<file path="config.mk">
export PLATFORM = sky130hd
export DESIGN_NAME = char_buffer_arbiter
export DESIGN_NICKNAME = d
export VERILOG_FILES = /design/src/rtl/char_buffer_arbiter.sv
export SDC_FILE = /design/constraint.sdc
export NUM_CORES = 2
export LEC_CHECK = 0
export CORE_MARGIN = 4
export CORE_UTILIZATION = 52
export DETAILED_ROUTE_END_ITERATION = 7
export PLACE_DENSITY = 0.77
export SETUP_SLACK_MARGIN = 0.2
export SYNTH_ARGS = -nofsm -noshare
export SYNTH_HDL_FRONTEND = slang
export SYNTH_SLANG_ARGS = --single-unit
</file>
<file path="constraint.sdc">
create_clock -name pclk -period 6.05 [get_ports pclk]
set_clock_uncertainty 0.1 [all_clocks]
set_input_delay 1.21 -clock pclk [delete_from_list [all_inputs] [get_ports pclk]]
set_output_delay 1.21 -clock pclk [all_outputs]
set_load 0.05 [all_outputs]
</file>
<file path="src/rtl/char_buffer_arbiter.sv">
// ---------------------------------------------------------------------------
// char_buffer_arbiter
// Character-code buffer for the text overlay. A 256 x 7 RAM is read every
// pixel clock with one cycle of latency, written by two round-robin
// arbitrated requesters, and can be filled with CLEAR_CHAR by a built-in
// clear engine that locks the requesters out while it runs.
//
// Optional feature macro: CHARBUF_VBLANK_WRITE_EN
//   defined   : requester grants and clear writes only happen while vblnk_in=1
//   undefined : vblnk_in is ignored, writes proceed in any cycle
//
// Ports:
//   pclk, rst_n            clock, async active-low reset
//   char_xy  / char_code   read address {row,col} -> code one cycle later
//   vblnk_in               vertical blanking (macro builds only)
//   wr_valid/addr/data/ready 0,1   two write requesters (valid/ready)
//   clear_start            single-cycle clear request
//   busy, clear_done       clear engine running / completion pulse
// ---------------------------------------------------------------------------
module char_buffer_arbiter #(
  parameter logic [6:0] CLEAR_CHAR = 7'h20
) (
  input  logic       pclk,
  input  logic       rst_n,
  input  logic [7:0] char_xy,
  output logic [6:0] char_code,
  input  logic       vblnk_in,
  input  logic       wr_valid0,
  input  logic       wr_valid1,
  input  logic [7:0] wr_addr0,
  input  logic [7:0] wr_addr1,
  input  logic [6:0] wr_data0,
  input  logic [6:0] wr_data1,
  output logic       wr_ready0,
  output logic       wr_ready1,
  input  logic       clear_start,
  output logic       busy,
  output logic       clear_done
);

  typedef enum logic [0:0] {
    ST_IDLE  = 1'b0,
    ST_CLEAR = 1'b1
  } state_t;

  state_t     r_state;
  state_t     w_state_nxt;
  logic [7:0] r_cnt;
  logic       r_ptr;
  logic       r_done;
  logic [6:0] r_code;
  logic [6:0] r_mem [0:255];

  logic       w_en;
  logic       w_arb_ok;
  logic       w_rdy0;
  logic       w_rdy1;
  logic       w_last_clear;
  logic       w_mem_we;
  logic [7:0] w_mem_addr;
  logic [6:0] w_mem_data;

`ifdef CHARBUF_VBLANK_WRITE_EN
  assign w_en = vblnk_in;
`else
  // vblnk_in has no function in this build
  logic w_unused_vblnk;
  assign w_unused_vblnk = vblnk_in;
  assign w_en = 1'b1;
`endif

  // Final clear write happens on this edge: last address and write enabled
  assign w_last_clear = (r_state == ST_CLEAR) && w_en && (r_cnt == 8'hFF);

  // Next-state logic for the IDLE/CLEAR engine
  always_comb begin
    w_state_nxt = r_state;
    case (r_state)
      ST_IDLE: begin
        if (clear_start) begin
          w_state_nxt = ST_CLEAR;
        end else begin
          w_state_nxt = ST_IDLE;
        end
      end
      ST_CLEAR: begin
        if (w_last_clear) begin
          w_state_nxt = ST_IDLE;
        end else begin
          w_state_nxt = ST_CLEAR;
        end
      end
      default: w_state_nxt = ST_IDLE;
    endcase
  end

  // Round-robin grant: a lone requester always wins, on contention the
  // pointer decides. clear_start in the same cycle suppresses both grants.
  always_comb begin
    w_arb_ok = (r_state == ST_IDLE) && !clear_start && w_en;
    w_rdy0   = w_arb_ok && wr_valid0 && (!wr_valid1 || !r_ptr);
    w_rdy1   = w_arb_ok && wr_valid1 && (!wr_valid0 ||  r_ptr);
  end

  // Single RAM write port: clear engine first, then the granted requester
  always_comb begin
    w_mem_we   = 1'b0;
    w_mem_addr = 8'h00;
    w_mem_data = 7'h00;
    if ((r_state == ST_CLEAR) && w_en) begin
      w_mem_we   = 1'b1;
      w_mem_addr = r_cnt;
      w_mem_data = CLEAR_CHAR;
    end else if (w_rdy0) begin
      w_mem_we   = 1'b1;
      w_mem_addr = wr_addr0;
      w_mem_data = wr_data0;
    end else if (w_rdy1) begin
      w_mem_we   = 1'b1;
      w_mem_addr = wr_addr1;
      w_mem_data = wr_data1;
    end else begin
      w_mem_we   = 1'b0;
    end
  end

  // FSM state register
  always_ff @(posedge pclk or negedge rst_n) begin
    if (!rst_n) begin
      r_state <= ST_IDLE;
    end else begin
      r_state <= w_state_nxt;
    end
  end

  // Clear address counter: loads 0 on start, steps on each enabled clear write
  always_ff @(posedge pclk or negedge rst_n) begin
    if (!rst_n) begin
      r_cnt <= 8'h00;
    end else if ((r_state == ST_IDLE) && clear_start) begin
      r_cnt <= 8'h00;
    end else if ((r_state == ST_CLEAR) && w_en) begin
      r_cnt <= r_cnt + 8'd1;
    end
  end

  // Priority pointer moves away from the winner only after a contended transfer
  always_ff @(posedge pclk or negedge rst_n) begin
    if (!rst_n) begin
      r_ptr <= 1'b0;
    end else if (w_rdy0 && wr_valid1) begin
      r_ptr <= 1'b1;
    end else if (w_rdy1 && wr_valid0) begin
      r_ptr <= 1'b0;
    end
  end

  // Completion pulse in the cycle after the last clear write
  always_ff @(posedge pclk or negedge rst_n) begin
    if (!rst_n) begin
      r_done <= 1'b0;
    end else begin
      r_done <= w_last_clear;
    end
  end

  // Character RAM write, intentionally not reset
  always_ff @(posedge pclk) begin
    if (w_mem_we) begin
      r_mem[w_mem_addr] <= w_mem_data;
    end
  end

  // Read register; non-blocking read gives old data on a same-edge write
  always_ff @(posedge pclk or negedge rst_n) begin
    if (!rst_n) begin
      r_code <= 7'h00;
    end else begin
      r_code <= r_mem[char_xy];
    end
  end

  assign char_code  = r_code;
  assign busy       = (r_state == ST_CLEAR);
  assign clear_done = r_done;
  assign wr_ready0  = w_rdy0;
  assign wr_ready1  = w_rdy1;

endmodule
</file>
Word level (Yosys, flattened, before mapping)
Memories as Yosys holds them, arrays and structs flattened. A register that Yosys moved wholly into a read port is not among the register bits.
Cells that the tools add are included.

storage, ports and cells
  output and inout bits = 11
  register bits after elaboration = 11
  memories = 1
  RAM bits = 1792
  input bits = 44
  logic and storage cells = 44

operators by class
  $add $sub $neg = 1
  bitwise gates (word level) = 1
  mux-type cells = 18
  reduce and logical (&&, ||, !) cells = 18
  equal/unequal tests = 1

memory list
  name   depth  bits a word  read ports  clocked after Yosys merged registers in  write ports  RTL line  RTL
  r_mem  256    7            1           1                                        1            52        logic [6:0] r_mem [0:255];

operators with widths
  kind                                                           number
  8-bit two-way mux                                              5
  7-bit two-way mux                                              3
  1-bit logical AND                                              9
  1-bit two-way mux                                              9
  8-bit by 1-bit adder with 8-bit output, second input constant  1
  8-bit equality test, second input constant                     1
  1-bit logical NOT                                              5
  2-bit nonzero test                                             2
  1-bit logical OR                                               2
  1-bit one-hot mux with 2 select lines                          1
  1-bit NOT                                                      1

Longest topological paths before layout
  word-level depth = 9
  mapped depth = 12

Least setup slack after synthesis
No wires, ideal clock.

  path kind = in2reg
  start point = input port clear_start
  end point = memory r_mem[0][5], data pin
  setup time = 0.864 ns
  path buffers = 2
  path slack = -0.423 ns
  stages on the path = 5
  data arrival time = 5.509 ns
  cells stage by stage = nor2_1 -> and3_1 -> buf_2 -> buf_2 -> a221o_1

RTL lines
  element                          RTL line  RTL
  start: declaration               36        input logic clear_start,
  1-bit logical NOT                100       w_arb_ok = (r_state == ST_IDLE) && !clear_start && w_en;
  1-bit logical AND                100
  1-bit logical AND (2 in series)  101       w_rdy0 = w_arb_ok && wr_valid0 && (!wr_valid1 || !r_ptr);
  via wr_ready0                    34        output logic wr_ready0,
  7-bit two-way mux                114       end else if (w_rdy0) begin
  7-bit two-way mux                110       if ((r_state == ST_CLEAR) && w_en) begin
  via w_mem_data[5]                61        logic [6:0] w_mem_data;
  end: declaration                 52

The timed path passes the listed nets, and every way through them passes these cells.

Final worst setup path
  start point = input port clear_start
  end point = output port wr_ready1

on the way
  word-level cells in the longest chain between the ends = 4

RTL lines
  element                          RTL line  RTL
  1-bit logical NOT                100
  1-bit logical AND                100
  1-bit logical AND (2 in series)  102       w_rdy1 = w_arb_ok && wr_valid1 && (!wr_valid0 || r_ptr);
  end: declaration                 35        output logic wr_ready1,

Every way passes these cells.

==> impl_metrics.toml <==
[synth]
synth_top_area_cell = "edfxtp_1"
synth_top_area_share_pct = 76.1
yosys_warnings = 0
synthesis.nets = 3474
synth_area_per_cell_um2 = 20.6
netlist_instances = 3429
ys_seq_area_share_pct = 76.8
yosys.cell_types.count = 65
synth-main-ff-cell = "edfxtp_1"
ys_seq_elements = 1810
synth_edf_count = 1792
synth.area.top_cells = "edfxtp_1 (76%), mux4_2 (12%), mux2i_1 (2.1%)"
async_flop_share_pct = 0.994
syn-cell-area_um2 = 70700

[detailed_routing]
num_vias = 36000
drt_iter0_markers = 5456
route.antenna.remaining_nets = 0
routed_wirelength_um = 169000
wl_per_cell_um = 30.6
via_per_inst = 6.50
drt_pass1_iterations = 8
drcViolationCount = 0

[hold_path]
min_path_cells = 1
worst_hold_startpoint = "r_ptr$_DFFE_PN0P_"
hold_path_end = "r_ptr$_DFFE_PN0P_"
hp-class = "reg2reg"

[timing]
tightest_slew_ps = 1040
setup_ws_ps = 962
slew_headroom_pct = 30.5
max_freq_mhz = 197
drv_slew = 0
hold_viol_final = 0
hold_slack_ps = 405
fin_tns_setup_ps = 0
finalSetupViolations = 0
grt_setup_unrepaired = "no"
period_needed_ps = 5090
fin_crit_sh_pct = 84.1

[final_layout]
nFillCells = 9130
nets = 3649
layout-drive-gt1-share_pct = 22.2
seq_area_um2 = 54300
fin_area_um2 = 79300
multi_input_area_um2 = 15300
syn_to_final_growth_pct = 12.2

[power_and_ir_drop]
total_power_uw = 26700
clockPowerShare_pct = 39.4
p_sw_uw = 6220
p_per_area_nw_per_um2 = 337
pwr-share-seq_pct = 52.2
comb_power_share_pct = 8.4
power.internal_uw = 20500
power.leakage_uw = 0.0265
ir_drop_mv = 0.273
switching_share_pct = 23.3

[placement]
gp_congestion = 0.877
preCtsSetupSlack_ps = 539
placed_area_um2 = 73800
port-buffer-count = 53
dp_hpwl_um = 100000

[worst_setup_path]
start_kind = "input port"
rrSetupSlack_ps = 1370
critPathRequiredTime_ps = 4740
slowest_delay_ps = 950
cp_num_buf_inv = 2
reg2reg_depth = 6
crit_chain = "clkdlybuf4s50_1, nor2_1, and3_1, clkdlybuf4s50_1"
path_max_fanout = 17
crit_path_end_kind = "output pin"
crit_slowest_cell = "clkdlybuf4s50_1"
criticalPathCategory = "in2out"
crit_top_cell = "clkdlybuf4s50_1"
crit_family = "buffers and inverters"
r2r_start = "busy$_DFF_PN0_"
r2r-end = "r_mem[192][5]$_DFFE_PP_"
arrival_ps = 3780

[cts]
cts-hold-fix-buffers = 0
cts_sinks = 1810
clk_pin_slew_worst_paths_ps = 60
post-cts-setup-buffers = 0
clk_latency_ps = 770
cts.path.max_buffers = 3
root_buffer = "clkbuf_16"
htreeDepth = 4
cts_tree = "done"
cts.repair.resized = 0
cts_inserted_buffers = 173

[global_route]
grt-ovfl-total = 0
grt_max_degree = 121
grt_first_pass_wirelength_um = 248000
antenna_found_initial = 5
grt_usage_pct = 24.0
grt_pass1_vias = 36100

[run]
cap_viol_max_count = 0

[floorplan]
initial_core_util_pct = 52.2
pin_count = 55
die_w_um = 377
die_area_um2 = 142000
core-area_um2 = 135000
fp-row-count = 135
die_h_um = 377

[outcome]
outcome = "completed"
-- layer usage --
metal  track usage, %  up-vias  wire length [µm]
li1                 -    14600                 -
met1             32.4    18600             61900
met2             37.8     2358             82000
met3             5.82      421             17800
met4             10.3        4              7610
met5                0        -                26
-- state kept, by name (all words and copies together) (netlist names) --
name,cells
r_mem,1792
r_ptr,1
busy,1
char_code,7
clear_done,1
r_cnt,8
-- through the flow --
step,util [%],std cells
2_1_floorplan,-,3429
3_3_place_gp,54.6,5210
3_5_place_dp,54.6,5210
4_1_cts,58.6,5529
5_1_grt,58.6,5529
6_report,58.6,5533
-- cells in the mapped netlist (all sizes together) (2+ instances only) --
cell type,count
o221ai,36
nand2,110
o211ai,2
nand3,28
a222oi,7
a32o,5
nor3,16
xor2,2
a211oi,28
a22oi,67
a221oi,8
nor2b,12
clkbuf,64
clkinv,3
o221a,5
a31oi,11
dfrtp,18
edfxtp,1792
or4,6
o31ai,5
a21oi,58
mux2i,147
o22ai,56
or3,5
nor4,3
and3,5
o21ai,17
or3b,4
or2,4
inv,3
buf,143
a22o,12
nand2b,8
nand3b,2
and2,10
and2b,4
mux2,26
mux4,387
nand4,5
a211o,5
nor2,283
o41ai,5
-- power by group through the flow --
stage / combinational (µW) / sequential (µW) / clock [µW]
2_1_floorplan: 1210 / 14200 / 0
3_3_place_gp: 2150 / 14200 / 0
3_5_place_dp: 2180 / 14200 / 0
4_1_cts: 2200 / 14000 / 10600
5_1_grt: 2310 / 14000 / 11200
6_report: 2240 / 14000 / 10500
-- kinds of logic after synthesis --
| family | after synthesis | share of synthesized area [%] |
|---|---|---|
| muxes | 560 | 14.9 |
| DFF | 1810 | 76.8 |
| AOI/OAI and AO/OA | 333 | 3.35 |
| xor gates and xnor gates | 3 | 0.0372 |
| and+or+nand+nor | 509 | 3.13 |
| adders and majority gates | 1 | 0.0177 |
| buffers and inverters | 213 | 1.77 |
-- worst register-to-register path, cell delays in order (launching register included) --
cell	delay [ps]
dfrtp_1	700
nor2_1	240
and3_1	520
a222oi_1	820
and2_1	530
nand2_1	570
nor2_1	810
-- cell type report --
class,count,area share (%)
clock inverters,98,1.04
well taps,1781,2.81
multi-input cells,1406,19.2
repair buffers,207,2.60
diodes,4,0.0126
clock buffers,221,5.86
flip-flops and latches,1810,68.4
inverters,6,0.0300
-- how the worst max path moves through the flow --
stage                 from                      end  slack [ps]  cells past startpoint
6_report       clear_start                wr_ready1         960                      4
5_1_grt        clear_start                wr_ready1         820                      4
4_1_cts        clear_start                wr_ready1         980                      4
3_5_place_dp   clear_start  r_mem[224][0]$_DFFE_PP_         540                      7
3_3_place_gp   clear_start  r_mem[224][1]$_DFFE_PP_         690                      7
2_1_floorplan  clear_start    r_mem[0][5]$_DFFE_PP_        1360                      5
-- layout by cell type (no fill, tap or decap), types with 12 or more instances in the layout --
cell type / n
clkinv_2: 28
edfxtp_1: 1792
clkinv_1: 46
nor3_1: 16
buf_4: 125
mux4_1: 16
clkdlybuf4s50_1: 48
mux2i_1: 147
o22ai_1: 56
nor2_1: 282
nand2_1: 98
o221ai_1: 36
a22oi_1: 67
dfrtp_1: 18
nand2_2: 12
clkbuf_16: 179
a21oi_1: 58
mux2_2: 26
o21ai_0: 16
bufinv_16: 13
a211oi_1: 28
mux4_2: 371
clkbuf_1: 41
buf_12: 30
nand3_1: 28
Power figures use the tool's default switching activity.
